[src/rtl/booth_acc_pkg.sv]
// Shared types, default widths and saturation limits for the Booth product accumulator.
// Saturation limits are only consumed when BOOTH_ACC_SATURATE_EN is defined.
package booth_acc_pkg;

   typedef enum logic [1:0] {
      IDLE,
      ACCUM,
      DONE
   } state_t;

   localparam int unsigned PROD_W_DEF = 32;
   localparam int unsigned ACC_W_DEF  = 40;
   localparam int unsigned CNT_W_DEF  = 8;

   // Limits are returned in 64 bits; callers narrow them to their own ACC_W.
   function automatic logic [63:0] sat_max(input int unsigned acc_w);
      return (64'd1 << (acc_w - 1)) - 64'd1;
   endfunction

   function automatic logic [63:0] sat_min(input int unsigned acc_w);
      return 64'd1 << (acc_w - 1);
   endfunction

endpackage

[src/rtl/booth_acc_addsat.sv]
// Combinational ACC_W signed adder with overflow flag.
// With BOOTH_ACC_SATURATE_EN defined, an overflowing sum clamps to the signed limit.
module booth_acc_addsat
   import booth_acc_pkg::*;
#(
   parameter int unsigned ACC_W = ACC_W_DEF
) (
   input  logic [ACC_W-1:0] a,
   input  logic [ACC_W-1:0] b,
   output logic [ACC_W-1:0] sum,
   output logic             ovf
);

`ifdef BOOTH_ACC_SATURATE_EN
   localparam logic [ACC_W-1:0] SAT_MAX = ACC_W'(sat_max(ACC_W));
   localparam logic [ACC_W-1:0] SAT_MIN = ACC_W'(sat_min(ACC_W));
`endif

   logic [ACC_W-1:0] raw;

   always_comb begin
      raw = a + b;
      ovf = (a[ACC_W-1] == b[ACC_W-1]) && (raw[ACC_W-1] != a[ACC_W-1]);
`ifdef BOOTH_ACC_SATURATE_EN
      if (ovf) begin
         sum = b[ACC_W-1] ? SAT_MIN : SAT_MAX;
      end else begin
         sum = raw;
      end
`else
      sum = raw;
`endif
   end

endmodule

[src/rtl/booth_prod_accumulator.sv]
// Accumulates programmable-length blocks of signed Booth products and hands the sum out on valid/ready.
// BOOTH_ACC_SATURATE_EN selects clamping instead of wrap on signed overflow.
module booth_prod_accumulator
   import booth_acc_pkg::*;
#(
   parameter int unsigned PROD_W = PROD_W_DEF,
   parameter int unsigned ACC_W  = ACC_W_DEF,
   parameter int unsigned CNT_W  = CNT_W_DEF
) (
   input  logic              clk,
   input  logic              rst_n,
   input  logic              prod_valid,
   input  logic [PROD_W-1:0] prod_in,
   input  logic              power_saved_in,
   output logic              prod_ready,
   input  logic [CNT_W-1:0]  acc_len,
   input  logic              acc_clear,
   output logic              result_valid,
   input  logic              result_ready,
   output logic [ACC_W-1:0]  result,
   output logic              overflow,
   output logic              busy
);

   localparam logic [CNT_W:0] CNT_ONE = {{CNT_W{1'b0}}, 1'b1};

   state_t           state_q, state_d;
   logic [ACC_W-1:0] acc_q, result_q, operand, add_sum, acc_step;
   logic [CNT_W:0]   cnt_q, len_q, len_eff, cnt_inc;
   logic             ovf_q, add_ovf, beat, acc_en, hold_clamp;

   assign operand = power_saved_in ? '0 : {{(ACC_W-PROD_W){prod_in[PROD_W-1]}}, prod_in};
   assign beat    = prod_valid && prod_ready;
   // Length 0 encodes 2^CNT_W, hence the extra counter bit.
   assign len_eff = (acc_len == '0) ? {1'b1, {CNT_W{1'b0}}} : {1'b0, acc_len};
   assign cnt_inc = cnt_q + CNT_ONE;

`ifdef BOOTH_ACC_SATURATE_EN
   assign hold_clamp = ovf_q;
`else
   assign hold_clamp = 1'b0;
`endif

   assign acc_en   = !power_saved_in && !hold_clamp;
   assign acc_step = acc_en ? add_sum : acc_q;

   booth_acc_addsat #(
      .ACC_W(ACC_W)
   ) u_addsat (
      .a  (acc_q),
      .b  (operand),
      .sum(add_sum),
      .ovf(add_ovf)
   );

   always_ff @(posedge clk or negedge rst_n) begin
      if (!rst_n) begin
         state_q <= IDLE;
      end else begin
         state_q <= state_d;
      end
   end

   always_comb begin
      state_d      = state_q;
      prod_ready   = (state_q != DONE);
      result_valid = (state_q == DONE);
      busy         = (state_q != IDLE);
      case (state_q)
         IDLE:    if (beat) state_d = (len_eff == CNT_ONE) ? DONE : ACCUM;
         ACCUM:   if (beat && (cnt_inc == len_q)) state_d = DONE;
         DONE:    if (result_ready) state_d = IDLE;
         default: state_d = IDLE;
      endcase
      if (acc_clear) state_d = IDLE;
   end

   always_ff @(posedge clk or negedge rst_n) begin
      if (!rst_n) begin
         acc_q    <= '0;
         cnt_q    <= '0;
         len_q    <= '0;
         result_q <= '0;
         ovf_q    <= 1'b0;
      end else if (acc_clear) begin
         acc_q    <= '0;
         cnt_q    <= '0;
         result_q <= '0;
         ovf_q    <= 1'b0;
      end else begin
         case (state_q)
            IDLE: if (beat) begin
               len_q <= len_eff;
               acc_q <= operand;
               cnt_q <= CNT_ONE;
               ovf_q <= 1'b0;
               if (len_eff == CNT_ONE) result_q <= operand;
            end
            ACCUM: if (beat) begin
               cnt_q <= cnt_inc;
               acc_q <= acc_step;
               ovf_q <= ovf_q | (acc_en & add_ovf);
               if (cnt_inc == len_q) result_q <= acc_step;
            end
            DONE: if (result_ready) begin
               acc_q <= '0;
               cnt_q <= '0;
            end
            default: ;
         endcase
      end
   end

   assign result   = result_q;
   assign overflow = ovf_q;

endmodule

[config.mk]
export PLATFORM = sky130hd
export DESIGN_NAME = booth_prod_accumulator
export DESIGN_NICKNAME = d
export VERILOG_FILES = /design/src/rtl/booth_acc_pkg.sv /design/src/rtl/booth_acc_addsat.sv /design/src/rtl/booth_prod_accumulator.sv
export SDC_FILE = /design/constraint.sdc
export NUM_CORES = 1
export LEC_CHECK = 0
export ABC_AREA = 0
export BUFFER_PORTS_ARGS = -buffer_cell sky130_fd_sc_hd__buf_2
export CAP_MARGIN = 20
export CELL_PAD_IN_SITES_DETAIL_PLACEMENT = 0
export CELL_PAD_IN_SITES_GLOBAL_PLACEMENT = 1
export CORE_ASPECT_RATIO = 1.5
export CORE_MARGIN = 2
export CORE_UTILIZATION = 41
export DETAILED_ROUTE_END_ITERATION = 10
export GPL_ROUTABILITY_DRIVEN = 1
export PLACE_DENSITY_LB_ADDON = 0.1
export SKIP_LAST_GASP = 1
export SLEW_MARGIN = 10
export SYNTH_ARGS = -nofsm -noshare
export SYNTH_HDL_FRONTEND = slang
export SYNTH_SLANG_ARGS = --single-unit
export TNS_END_PERCENT = 100
[constraint.sdc]
create_clock -name clk -period 3.15 [get_ports clk]
set_input_delay 0 -clock clk [delete_from_list [all_inputs] [get_ports clk]]
set_output_delay 0 -clock clk [all_outputs]
set_load 0.02 [all_outputs]
==> impl_metrics.tcl <==
set metrics [dict create \
    io_pins 90 \
    area.sequential_sq_mm 0.00253 \
    cts-buffers-inserted 9 \
    yosys_warnings 0 \
    synthFlopType "dfrtp_1" \
    grt_overflow 0 \
    fillers 1907 \
    vias 7945 \
    crit_path_end_kind "register" \
    place_ws_ns -0.293 \
    place_congestion 0.922 \
    fin_crit_sh_pct 99.1 \
    first_pass_iters 4 \
    grt_pass1_wl_um 43100 \
    worstPathArrival_ns 3.40 \
    grt_max_degree 75 \
    r2r_start "acc_q[2]" \
    synth_edf_count 0 \
    remaining_drc_errors 0 \
    ant_nets 0 \
    avgViaCountPerCell 5.68 \
    io_buffers 89 \
    worstSetupStartpointType "register" \
    synth.avg_cell_area_sq_um 8.30 \
    cts.path.max_buffers 2 \
    htree_levels 3 \
    ir_drop_mv 0.585 \
    fin_skew_ns 0.0103 \
    power_mw 7.45 \
    syn2layout_area_growth_pct 28.4 \
    hold_viol 0 \
    status "completed" \
    rr_worst_depth 13 \
    utilization_pct 53.5 \
    clk_latency_ns 0.37 \
    synthCells 958 \
    ys_types 78 \
    mappedNetlistArea_sq_mm 0.00796 \
    die_w_um 118 \
    yosysSeqAreaShare_pct 31.8 \
    antennaDiodeCount 0 \
    antenna_found_initial 0 \
    slew_violations 0 \
    multi_input_area_sq_mm 0.00532 \
    cp.required_ns 3.42 \
    dieArea_sq_mm 0.0206 \
    fin_tns_setup_ns 0 \
    synth_seq_cells 101 \
    setup_viol 0 \
    r2r_end "result[37]" \
    min_period_ns 3.12 \
    power.density_mw_per_mm2 729 \
    clkSinkCount 101 \
    avgRoutedWirePerCell_um 19.4 \
    cp_max_fo 4 \
    num_rows 62 \
    cts_tree "done" \
    wirelength_um 27200 \
    die_h_um 175 \
    dp_hpwl_um 20200 \
    cap_violations 0 \
    drive_gt1_share_pct 26.9 \
    worst_pin_slew_ns 0.959 \
    grt_pass1_vias 7923 \
    grt.total_usage_pct 26.7 \
    drt_iter0_drc 405 \
    root_buffer "clkbuf_16" \
    path_clk_slew_ns 0.08 \
    r2r_slack_ns 0.03 \
    fin_nets 1227 \
    hp-class "input pin to asynchronous set/reset pin" \
    leakage_nw 4.96 \
    slew_headroom_pct 35.5 \
    max_freq_ghz 0.320 \
    grt_setup_unrepaired "true" \
    crit_type "register to register" \
    ys_async_sr_fraction_pct 100 \
    core_sq_mm 0.0191 \
    start_util_pct 41.7 \
    fin_ws_ns 0.0274 \
    syn-num-nets 1046 \
]
## placed cells by master, fill, tap and decap left out, types with 5 or more instances in the layout
| master | instances |
|---|---|
| buf_2 | 88 |
| nand2_1 | 129 |
| nor2b_1 | 26 |
| a21oi_2 | 7 |
| nor4_1 | 6 |
| nand4_1 | 10 |
| o21a_1 | 5 |
| o211ai_1 | 9 |
| buf_4 | 132 |
| o31ai_1 | 20 |
| nor2_1 | 61 |
| nand3_1 | 11 |
| xnor2_1 | 29 |
| clkbuf_16 | 9 |
| ha_1 | 36 |
| mux2i_1 | 14 |
| o21ai_0 | 71 |
| o21ai_1 | 9 |
| a221oi_1 | 7 |
| mux2_2 | 10 |
| a21o_1 | 29 |
| a211oi_1 | 6 |
| o221ai_1 | 9 |
| inv_1 | 29 |
| nor3_1 | 16 |
| and3_1 | 14 |
| xor2_1 | 20 |
| a31oi_1 | 8 |
| dfrtp_1 | 100 |
| o2bb2ai_1 | 8 |
| a22o_1 | 25 |
| a21oi_1 | 63 |
| dlygate4sd3_1 | 10 |
## through the flow
| step | std cells | cell area (sq um) | hold WS, ns |
|---|---|---|---|
| after global placement | 1364 | 9430 | 0.222 |
| after detailed placement | 1364 | 9430 | 0.227 |
| final | 1400 | 10200 | 0.0429 |
| after global routing | 1400 | 10200 | 0.0670 |
| after floorplan | 958 | 7960 | -0.296 |
| after CTS | 1394 | 9960 | 0.0402 |
## timing repair
item,4_1_cts,5_1_grt
resized for setup,22,33
endpoints found under the hold margin,81,0
hold buffers,10,0
pin swaps,15,31
setup endpoints to repair,18,36
buffers inserted,4,5
## registers in the layout, summed over array words and instances (netlist names)
register,cells
acc_q,40
result,40
cnt_q,9
len_q,9
state_q,2
overflow,1
## power by group
group | total, mW | switching [mW] | internal (mW)
sequential | 1.99 | 0.320 | 1.67
combinational | 4.25 | 2.52 | 1.72
clock | 1.21 | 0.545 | 0.666
## synthesized netlist by cell type, types with 4 or more instances
library cell    n  share of area [%]
a211oi_1        6               0.57
o21ai_1         7               0.44
a21oi_1        69                4.3
mux2i_1        14                1.8
buf_1           8               0.38
buf_2           9               0.57
a22o_1         25                2.8
mux2_2         10                1.4
and3_1         14                1.1
a31oi_1         9               0.71
nor4_1          6               0.47
xor2_1         20                2.2
nor3_1         16                1.0
o21bai_1        4               0.38
o31ai_1        21                2.0
nand4_1        10               0.79
a21o_1         29                2.7
dfrtp_1       101                 32
xnor2_1        31                3.4
ha_1           41                6.4
nor3b_1         5               0.47
o221ai_1        9               0.99
o21ai_0        75                4.7
o211ai_1        9               0.85
o2bb2ai_1       8               0.88
o21a_1          5               0.47
nor2_1         62                2.9
nor2b_1        28                2.2
o21ai_2         4               0.44
o22ai_1         4               0.31
nand3_1        12               0.75
inv_1          30                1.4
and2_1          4               0.31
clkbuf_1       46                2.2
nand2_1       129                6.1
a221oi_1        7               0.77
## kinds of logic (layout without fill, tap and decap cells)
kind of cell             Yosys count  count (layout)  synth area share (%)
multiplexers                      24              24                  3.18
adder cells (fa/ha/maj)           42              42                  6.70
XOR/XNOR                          52              52                  5.82
AO/OA/AOI/OAI                    339             339                  29.8
AND/OR/NAND/NOR                  303             303                  17.9
buffers and inverters             97             283                  4.91
flip-flops                       101             101                  31.8
## area by class of cell
type / count / area share [%]
Inverter: 32 / 1.18
Timing Repair Buffer: 235 / 15.8
Sequential cell: 101 / 24.8
Clock inverter: 4 / 0.539
Tap cell: 256 / 3.14
Clock buffer: 12 / 2.51
Multi-Input combinational cell: 760 / 52.1
## worst max path at each step
stage | start | slack, ns | end | cells after the start
6_report | acc_q[2] | 0.03 | result[37] | 13
2_1_floorplan | power_saved_in | 0.02 | result[39] | 16
3_3_place_gp | power_saved_in | -0.28 | overflow | 15
4_1_cts | acc_q[18] | -0.04 | overflow | 12
5_1_grt | acc_q[0] | -0.08 | result[18] | 15
3_5_place_dp | power_saved_in | -0.29 | result[39] | 15
## critical path, stage by stage (launching register included)
cell	delay (ns)
dfrtp_1	0.42
ha_4	0.29
buf_6	0.11
nand3_4	0.06
nor2_4	0.08
o211ai_1	0.12
a21oi_2	0.35
o32ai_4	0.16
o311ai_4	0.38
a31oi_4	0.17
or3_4	0.38
a31oi_4	0.20
xnor2_2	0.10
o31ai_2	0.21
## routing by layer
metal / global-route usage (%) / up-vias / wire length (um)
met5: 0 / - / 0
met2: 48.2 / 171 / 14100
met4: 9.99 / 0 / 810
met1: 32.2 / 3858 / 11400
met3: 3.26 / 45 / 944
li1: - / 3871 / -
Note: power is estimated with default switching activity, not from simulation.
